==> config.mk <==
export PLATFORM = sky130hd
export DESIGN_NAME = seg_display_mux_flat
export DESIGN_NICKNAME = d
export VERILOG_FILES = /design/src/rtl/seg_display_mux_pkg.sv /design/src/rtl/seg_display_mux_if.sv /design/src/rtl/seg_display_mux_hex7seg.sv /design/src/rtl/seg_display_mux.sv /design/src/flat_wrapper.sv
export SDC_FILE = /design/constraint.sdc
export NUM_CORES = 1
export LEC_CHECK = 0
export CORE_MARGIN = 3
export CORE_UTILIZATION = 35
export CTS_CLUSTER_SIZE = 14
export DETAILED_ROUTE_END_ITERATION = 6
export PLACE_DENSITY = 0.56
export SKIP_CTS_REPAIR_TIMING = 1
export SLEW_MARGIN = 20
export SYNTH_ARGS = -nofsm -noshare
export SYNTH_HDL_FRONTEND = slang
export SYNTH_SLANG_ARGS = --single-unit
export TNS_END_PERCENT = 5
==> constraint.sdc <==
create_clock -name clk -period 6.18 [get_ports clk]
set_input_delay 1.236 -clock clk [delete_from_list [all_inputs] [get_ports clk]]
set_output_delay 1.236 -clock clk [all_outputs]
set_load 0.05 [all_outputs]
==> src/rtl/seg_display_mux_pkg.sv <==
// Shared definitions for the seven-segment display multiplexer slice.
// Holds the active-low hex font, the "everything dark" constants and the
// scan state type used by seg_display_mux.
// No ports: package only.
package seg_pkg;

  // Segment pattern with every segment dark (active-low).
  localparam logic [6:0] SEG_OFF = 7'h7F;

  // Anode pattern with every digit dark (active-low).
  localparam logic [7:0] AN_OFF = 8'hFF;

  // Active-low hex font, bit order {g,f,e,d,c,b,a}.
  // Written MSB-first, so the leftmost entry is glyph F and the rightmost is glyph 0.
  localparam logic [15:0][6:0] SEG_FONT = {
    7'h0E, 7'h06, 7'h21, 7'h46, 7'h03, 7'h08, 7'h10, 7'h00,
    7'h78, 7'h02, 7'h12, 7'h19, 7'h30, 7'h24, 7'h79, 7'h40
  };

  // BLANK until the first refresh tick after reset, then SCAN forever.
  typedef enum logic {
    BLANK = 1'b0,
    SCAN  = 1'b1
  } scan_state_e;

endpackage

==> src/rtl/seg_display_mux_if.sv <==
// Bus between the register-file read side and the display multiplexer.
//   R, S : 16-bit register-file read buses (register-file side drives them)
//   en   : display enable, 0 blanks all anodes
//   an   : active-low digit anodes, one-hot when lit
//   seg  : active-low segments {g,f,e,d,c,b,a}
//   dp   : active-low decimal point
//   tick : one-cycle per-digit refresh strobe
// The master modport is the register-file/board side; the slave modport is the display block.
interface seg_display_mux_if;
  logic [15:0] R;
  logic [15:0] S;
  logic        en;
  logic [7:0]  an;
  logic [6:0]  seg;
  logic        dp;
  logic        tick;

  modport master (output R, output S, output en,
                  input an, input seg, input dp, input tick);

  modport slave  (input R, input S, input en,
                  output an, output seg, output dp, output tick);
endinterface

==> src/rtl/seg_display_mux_hex7seg.sv <==
// Combinational nibble to seven-segment lookup (active-low font).
//   nibble_i : 4-bit value to display
//   seg_o    : active-low segments {g,f,e,d,c,b,a}
module hex7seg
  import seg_pkg::*;
(
  input  logic [3:0] nibble_i,
  output logic [6:0] seg_o
);

  assign seg_o = SEG_FONT[nibble_i];

endmodule

==> src/rtl/seg_display_mux.sv <==
// Eight-digit time-multiplexed hex display of the register-file R and S buses.
// Digits 7..4 show R[15:0] and digits 3..0 show S[15:0]. Both buses are captured
// once per full scan, so a frame on the display always comes from one R/S pair.
//   clk   : system clock, rising edge
//   reset : asynchronous, active-low (0 = in reset)
//   bus   : slave side of seg_display_mux_if (R, S, en in; an, seg, dp, tick out)
// Parameters: CLK_HZ is the system clock rate and REFRESH_HZ the per-digit refresh
// rate. DIV = CLK_HZ/REFRESH_HZ must be at least 2.
module seg_display_mux
  import seg_pkg::*;
#(
  parameter int CLK_HZ     = 100000000,
  parameter int REFRESH_HZ = 500
)(
  input  logic            clk,
  input  logic            reset,
  seg_display_mux_if.slave bus
);

  localparam int DIV   = CLK_HZ / REFRESH_HZ;
  localparam int CNT_W = $clog2(DIV);
  localparam logic [CNT_W-1:0] CNT_MAX = CNT_W'(DIV - 1);

  logic [CNT_W-1:0] cnt_q, cnt_d;
  logic             tick;

  scan_state_e      state_q, state_d;
  logic [2:0]       idx_q, idx_d;
  logic [15:0]      snapR_q, snapR_d;
  logic [15:0]      snapS_q, snapS_d;

  logic [7:0]       an_q, an_d;
  logic [6:0]       seg_q, seg_d;
  logic             dp_q, dp_d;

  logic [15:0]      digitWord;
  logic [3:0]       digitNibble;
  logic [6:0]       fontSeg;

  // The prescaler runs freely, whatever the state or enable, so ticks stay evenly spaced.
  assign tick  = (cnt_q == CNT_MAX);
  assign cnt_d = tick ? '0 : cnt_q + 1'b1;

  // Advance the scan only on refresh ticks. The snapshot reloads at the start of
  // every frame: the first tick out of BLANK and each 7->0 wrap.
  always_comb begin
    state_d = state_q;
    idx_d   = idx_q;
    snapR_d = snapR_q;
    snapS_d = snapS_q;
    if (tick) begin
      if (state_q == BLANK) begin
        state_d = SCAN;
        idx_d   = 3'd0;
        snapR_d = bus.R;
        snapS_d = bus.S;
      end else if (idx_q == 3'd7) begin
        idx_d   = 3'd0;
        snapR_d = bus.R;
        snapS_d = bus.S;
      end else begin
        idx_d   = idx_q + 3'd1;
      end
    end
  end

  // The digit is picked from the next idx and the next snapshot, so the registered
  // outputs change on the same edge as idx and add no latency.
  assign digitWord   = idx_d[2] ? snapR_d : snapS_d;
  assign digitNibble = digitWord[{idx_d[1:0], 2'b00} +: 4];

  hex7seg u_hex7seg (
    .nibble_i (digitNibble),
    .seg_o    (fontSeg)
  );

  // Build the next display image. en only gates the anodes; the scan underneath keeps
  // running, so re-enabling resumes at the current digit.
  always_comb begin
    an_d  = AN_OFF;
    seg_d = SEG_OFF;
    dp_d  = 1'b1;
    if (state_d == SCAN) begin
      seg_d = fontSeg;
      dp_d  = (idx_d != 3'd4);
      if (bus.en) begin
        an_d = ~(8'b0000_0001 << idx_d);
      end
    end
  end

  // All state and the output registers clear together on asynchronous reset.
  always_ff @(posedge clk or negedge reset) begin
    if (!reset) begin
      cnt_q   <= '0;
      state_q <= BLANK;
      idx_q   <= 3'd0;
      snapR_q <= 16'h0000;
      snapS_q <= 16'h0000;
      an_q    <= AN_OFF;
      seg_q   <= SEG_OFF;
      dp_q    <= 1'b1;
    end else begin
      cnt_q   <= cnt_d;
      state_q <= state_d;
      idx_q   <= idx_d;
      snapR_q <= snapR_d;
      snapS_q <= snapS_d;
      an_q    <= an_d;
      seg_q   <= seg_d;
      dp_q    <= dp_d;
    end
  end

  assign bus.an   = an_q;
  assign bus.seg  = seg_q;
  assign bus.dp   = dp_q;
  assign bus.tick = tick;

endmodule

==> src/flat_wrapper.sv <==
// flat-port wrapper written by rule: the top's interface ports become plain ports
module seg_display_mux_flat import seg_pkg::*;
#(
  parameter int CLK_HZ     = 100000000,
  parameter int REFRESH_HZ = 500
)
  (clk, reset, bus_R, bus_S, bus_en, bus_an, bus_seg, bus_dp, bus_tick);
  seg_display_mux_if bus_i ();
  input  logic clk;
  input  logic reset;
  input wire logic [$bits(bus_i.R)-1:0] bus_R;
  input wire logic [$bits(bus_i.S)-1:0] bus_S;
  input wire logic [$bits(bus_i.en)-1:0] bus_en;
  output wire logic [$bits(bus_i.an)-1:0] bus_an;
  output wire logic [$bits(bus_i.seg)-1:0] bus_seg;
  output wire logic [$bits(bus_i.dp)-1:0] bus_dp;
  output wire logic [$bits(bus_i.tick)-1:0] bus_tick;
  assign bus_i.R = bus_R;
  assign bus_i.S = bus_S;
  assign bus_i.en = bus_en;
  assign bus_an = bus_i.an;
  assign bus_seg = bus_i.seg;
  assign bus_dp = bus_i.dp;
  assign bus_tick = bus_i.tick;
  seg_display_mux #(.CLK_HZ(CLK_HZ), .REFRESH_HZ(REFRESH_HZ)) u_core (.clk(clk), .reset(reset), .bus(bus_i));
endmodule
==> results of run 1 <==
-- power groups by stage --
stage | clock network, mW | registers (mW) | logic (mW)
2_1_floorplan | 0 | 0.467 | 0.000781
3_3_place_gp | 0 | 0.467 | 0.0336
3_5_place_dp | 0 | 0.467 | 0.0332
4_1_cts | 0.494 | 0.458 | 0.0332
5_1_grt | 0.517 | 0.458 | 0.0359
6_report | 0.478 | 0.458 | 0.0321
-- Yosys cell counts (2+ instances only) --
master,number
nor2b_1,3
buf_4,2
o211ai_1,3
ha_1,9
xnor2_1,8
inv_1,8
mux2_2,46
o221ai_1,2
nand4_1,4
buf_12,2
nand3_1,9
o21ai_0,9
buf_6,2
and3_1,2
nor2_1,19
nand2_1,27
dfrtp_1,54
nand2b_1,3
xor2_1,6
or3_1,3
buf_2,4
mux2i_1,12
buf_1,2
nor4b_2,2
nor3_1,4
dfstp_2,16
a21oi_1,5
-- cell families (layout without fill, tap and decap cells) --
group           after synthesis  in the layout  share of synthesized area (%)
compound gates               28             28                           5.39
xor+xnor                     14             14                           3.57
fa+ha+maj                     9              9                           3.28
buf+inv                      22             79                           4.15
flops                        70             70                           51.6
mux                          58             58                           18.6
simple gates                 86             86                           13.4
-- state kept, by name, summed over array words and instances (netlist names) --
| name | flops |
|---|---|
| u_core.idx_q | 3 |
| u_core.bus.dp | 1 |
| u_core.snapS_q | 16 |
| u_core.state_q | 1 |
| u_core.bus.an | 8 |
| u_core.bus.seg | 7 |
| u_core.snapR_q | 16 |
| u_core.cnt_q | 18 |
-- through the flow --
step / instances / setup slack [ns]
2_1_floorplan: 287 / 2.53
4_1_cts: 473 / 1.85
3_3_place_gp: 457 / 1.94
5_1_grt: 473 / 1.41
3_5_place_dp: 457 / 1.87
6_report: 473 / 1.86
-- layout make-up --
class	count	area [um^2]	share of cell area, %
inverters	9	33.8	0.789
well taps	129	161	3.77
clock inverters	6	134	3.13
flip-flops and latches	70	1770	41.4
repair buffers	54	528	12.3
multi-input cells	195	1520	35.6
clock buffers	10	128	2.98
-- worst min path at each step --
| stage | from | end | slack [ns] |
|---|---|---|---|
| after global routing | u_core.cnt_q[4] | u_core.cnt_q[4] | 0.49 |
| final | u_core.cnt_q[4] | u_core.cnt_q[4] | 0.47 |
| after CTS | u_core.cnt_q[4] | u_core.cnt_q[4] | 0.47 |
| after floorplan | u_core.cnt_q[4] | u_core.cnt_q[4] | 0.44 |
| after detailed placement | u_core.cnt_q[4] | u_core.cnt_q[4] | 0.46 |
| after global placement | u_core.cnt_q[0] | u_core.cnt_q[0] | 0.46 |
-- metal layers --
layer  global-route usage (%)  vias to the layer above  routed length [um]
li1                         -                     1107                   -
met1                     17.6                     1107                3250
met2                     21.5                       41                3360
met3                     3.77                        7                 249
met4                     4.50                        0                  90
met5                        0                        -                   0
==> flow_metrics.py, run 1 <==
metrics = {
    "setup_path": {
        "crit_slowest_cell": "o21ai_0",
        "cp.depth": 13,
        "reg2reg_from": "u_core.cnt_q[0]",
        "reg2reg_depth": 13,
        "crit_required_ns": 6.43,
        "crit_family": "simple AND/OR/NAND/NOR gates",
        "crit_path_cell_trace": "ha_1 > nand3_1 > nor3_2 > buf_4 > mux2_2 > mux2_2 > mux2_2 > o21ai_0 > inv_1 > ha_1 > or3b_1 > o221ai_1 > nand2_1",
        "crit_top_cell": "mux2_2",
        "startpoint": "u_core.cnt_q[0]",
        "arrival_ns": 4.57,
        "timing.rr.end": "u_core.bus.seg[0]",
        "startpoint_type": "register",
        "endpoint_kind": "register",
        "cp_slowest_stage_delay_ns": 0.66,
        "worst-path-buf-inv": 2,
        "cp_max_fo": 39,
        "r2r_setup_slack_ns": 1.86,
        "crit_end": "u_core.bus.seg[0]",
        "critical_path_class": "register to register",
    },
    "power_and_ir_drop": {
        "p_leak_nw": 1.92,
        "irDropWorstVdd_mv": 0.123,
        "power_density_nw_per_um2": 226,
        "p_int_mw": 0.787,
        "p_comb_share_pct": 3.3,
        "switching_share_pct": 18.8,
        "switchingPower_mw": 0.182,
        "sequentialPowerShare_pct": 47.3,
        "power_mw": 0.969,
        "clkPwrFrac_pct": 49.4,
    },
    "final_layout": {
        "diodes": 0,
        "final_util_pct": 45.7,
        "stdcell_area_um2": 4280,
        "mostFrequentLayoutCells": "54 x dfrtp_1, 50 x clkdlybuf4s50_1, 46 x mux2_2",
        "drive_gt1_share_pct": 26.5,
        "nets": 383,
        "nFillCells": 901,
        "final_common_cell": "dfrtp_1",
        "area_growth_pct": 24.7,
    },
    "clock_network": {
        "cts_sinks": 70,
        "clk_pin_slew_worst_paths_ns": 0.07,
        "cts_tree": "done",
        "clk_latency_ns": 0.34,
        "cts-root-buf": "clkbuf_8",
        "htreeDepth": 3,
        "clk_path_buf_depth": 2,
        "cts_buffers": 9,
    },
    "synth": {
        "synth.area.top_cells": "dfrtp_1 39%, mux2_2 15%, dfstp_2 12%",
        "ys_warn_count": 0,
        "syn-num-nets": 331,
        "synth_cells": 287,
        "synth_top_area_cell": "dfrtp_1",
        "ys.flop_type": "dfrtp_1",
        "synth_top_area_share_pct": 39.4,
        "synth_async_sr_flop_share_pct": 100,
        "syn_area_um2": 3430,
        "synth_edf_count": 0,
        "syn_area_per_cell_um2": 12.0,
        "synth_seq_cells": 70,
        "synth.distinct_cells": 48,
        "ys_seq_area_share_pct": 51.6,
    },
    "sta": {
        "finalCritPeriodShare_pct": 69.9,
        "slew_headroom_pct": 40.8,
        "final-hold-violation-count": 0,
        "maxSlewViolCount": 0,
        "finalClockSkew_ns": 0.0120,
        "setup_viol": 0,
        "min_period_ns": 4.32,
        "worst_pin_slew_ns": 0.888,
        "rsz0062_at_grt": "false",
        "setup_tns_ns": 0,
        "fmaxAchievable_mhz": 232,
        "fin_hold_ws_ns": 0.469,
    },
    "drt": {
        "drc_errors": 0,
        "drt_wl_total_mm": 6.95,
        "drtAntennaViolNets": 0,
        "vias": 2262,
        "dr.pass1.iters": 4,
        "drt_iter0_drc": 75,
        "viasPerCell": 4.78,
        "detail_route.wl_per_cell_um": 14.7,
    },
    "run_status": {
        "outcome": "completed",
    },
    "global_routing": {
        "grt.overflow.total": 0,
        "grt_start_max_net_pins": 71,
        "track_usage_pct": 13.5,
        "grt_pass1_vias": 2373,
        "grt_pass1_wl_mm": 11.8,
        "antenna_found_initial": 0,
    },
    "floorplanning": {
        "num_rows": 35,
        "ioPinCount": 52,
        "fp.dieH_um": 105,
        "fp.dieW_um": 105,
        "die_area_um2": 11000,
        "initial_core_util_pct": 36.6,
        "core_um2": 9370,
    },
    "flow_run": {
        "max-cap-violations": 0,
    },
    "placed_design": {
        "placed_cell_area_um2": 4020,
        "place_congestion": 0.737,
        "numPortBuffers": 51,
        "dp_hpwl_mm": 4.94,
    },
    "worst_hold_path": {
        "hold_class": "register to register",
        "hold_depth": 1,
    },
}
(Power assumes the default switching activity.)
==> run 2: changes to the inputs <==
PLACE_DENSITY = 0.58   (was 0.56)
clock period = 3.6 ns   (was 6.18 ns; I/O delays follow)
==> flow_metrics.py, run 2 (same netlist as run 1, synthesis figures left out) <==
metrics = {
    "clock_network": {
        "cts_tree": "done",
        "clk_latency_ns": 0.34,
        "cts-root-buf": "clkbuf_8",
        "cts_sinks": 70,
        "clk_pin_slew_worst_paths_ns": 0.07,
        "clk_path_buf_depth": 2,
        "cts_buffers": 9,
        "htreeDepth": 3,
    },
    "floorplanning": {
        "fp.dieH_um": 105,
        "fp.dieW_um": 105,
        "core_um2": 9370,
        "die_area_um2": 11000,
        "ioPinCount": 52,
        "initial_core_util_pct": 36.6,
        "num_rows": 35,
    },
    "sta": {
        "final-hold-violation-count": 0,
        "maxSlewViolCount": 0,
        "finalClockSkew_ns": 0.0102,
        "min_period_ns": 3.42,
        "setup_viol": 0,
        "finalCritPeriodShare_pct": 95.0,
        "fmaxAchievable_mhz": 292,
        "slew_headroom_pct": 66.7,
        "worst_pin_slew_ns": 0.499,
    },
    "worst_hold_path": {
        "hold_class": "input port to asynchronous set/reset pin",
    },
    "setup_path": {
        "startpoint_type": "register",
        "endpoint_kind": "register",
        "critical_path_class": "register to register",
        "arrival_ns": 3.66,
        "r2r_setup_slack_ns": 0.18,
        "startpoint": "u_core.cnt_q[14]",
        "reg2reg_from": "u_core.cnt_q[14]",
        "timing.rr.end": "u_core.bus.seg[4]",
        "cp_max_fo": 19,
        "crit_required_ns": 3.84,
        "reg2reg_depth": 15,
    },
    "placed_design": {
        "numPortBuffers": 51,
        "placed_cell_area_um2": 4170,
        "place_congestion": 0.791,
        "dp_hpwl_mm": 5.45,
    },
    "final_layout": {
        "stdcell_area_um2": 4450,
        "final_common_cell": "dfrtp_1",
        "diodes": 0,
        "top_regs": "u_core.cnt_q: 18 flops, u_core.snapR_q: 16 flops, u_core.snapS_q: 16 flops",
        "drive_gt1_share_pct": 32.1,
        "nets": 407,
        "largest_register": "u_core.cnt_q",
        "final_util_pct": 47.5,
        "mostFrequentLayoutCells": "53 x dfrtp_1, 50 x clkdlybuf4s50_1, 46 x mux2_2",
        "largest_reg_flops": 18,
        "area_growth_pct": 29.6,
    },
    "global_routing": {
        "grt_pass1_vias": 2525,
        "grt_start_max_net_pins": 27,
        "grt-busiest-layer": "met2",
        "grtUsageMet2_pct": 24.2,
        "grt.overflow.total": 0,
        "grt_use_met3_pct": 4.08,
        "grt_pass1_wl_mm": 12.4,
        "gr-usage-met1_pct": 17.1,
        "antenna_found_initial": 0,
        "track_usage_pct": 14.1,
    },
    "power_and_ir_drop": {
        "power_density_nw_per_um2": 341,
        "irDropWorstVdd_mv": 0.163,
        "p_leak_nw": 2.03,
    },
    "drt": {
        "detail_route.wl_per_cell_um": 14.8,
        "drt_wl_total_mm": 7.35,
        "vias": 2391,
        "drtAntennaViolNets": 0,
        "drt_iter0_drc": 50,
        "drc_errors": 0,
        "viasPerCell": 4.81,
        "dr.pass1.iters": 4,
    },
    "flow_run": {
        "max-cap-violations": 0,
    },
    "run_status": {
        "outcome": "completed",
    },
}
## run 2: worst max-delay path by stage
stage	to	slack (ns)	cells after the start
after floorplan	u_core.bus.seg[0]	0.13	13
after detailed placement	u_core.bus.seg[0]	0.08	13
after global routing	u_core.bus.seg[0]	-0.01	14
final	u_core.bus.seg[4]	0.18	15
after CTS	u_core.bus.seg[0]	0.07	13
after global placement	u_core.bus.seg[0]	0.16	13
## run 2: layout make-up
type,instances,area [um^2]
fillers,907,4920
flip-flops and latches,70,1770
multi-input cells,195,1550
repair buffers,78,721
well taps,129,161
clock buffers,11,131
clock inverters,5,75.1
inverters,9,33.8
## run 2: where the power goes
| group | internal (mW) | switching [mW] |
|---|---|---|
| Combinational | 0.0338 | 0.0221 |
| Clock | 0.387 | 0.286 |
| Sequential | 0.787 | 0 |
| Total | 1.21 | 0.308 |
## run 2: through the flow
step                cells  TNS, ns  hold WS (ns)  power (mW)  setup slack [ns]
floorplan             287        0         0.424       0.803             0.126
global placement      475        0         0.462       0.859             0.163
detailed placement    475        0         0.465       0.859            0.0765
CTS                   491        0         0.312        1.54            0.0722
global route          497  -0.0180         0.324        1.58           -0.0128
finish                497        0         0.311        1.52             0.180
## run 2: metal layers
| layer | routed length, um | vias up |
|---|---|---|
| met5 | 0 | - |
| met4 | 129 | 0 |
| met3 | 233 | 11 |
| met2 | 3770 | 49 |
| met1 | 3220 | 1172 |
| li1 | - | 1159 |
## run 2: worst max-delay path, stage by stage, from the launching register on
cell and delay (ns):
dfrtp_2 0.46, nor4b_4 0.29, nand3_2 0.19, nor3_4 0.27, buf_12 0.20, mux2_2 0.35
mux2_2 0.27, nand2_1 0.05, o21ai_0 0.11, a221oi_2 0.23, buf_4 0.19, ha_1 0.22
inv_1 0.10, nor2_1 0.11, a21oi_1 0.05, o221ai_1 0.24
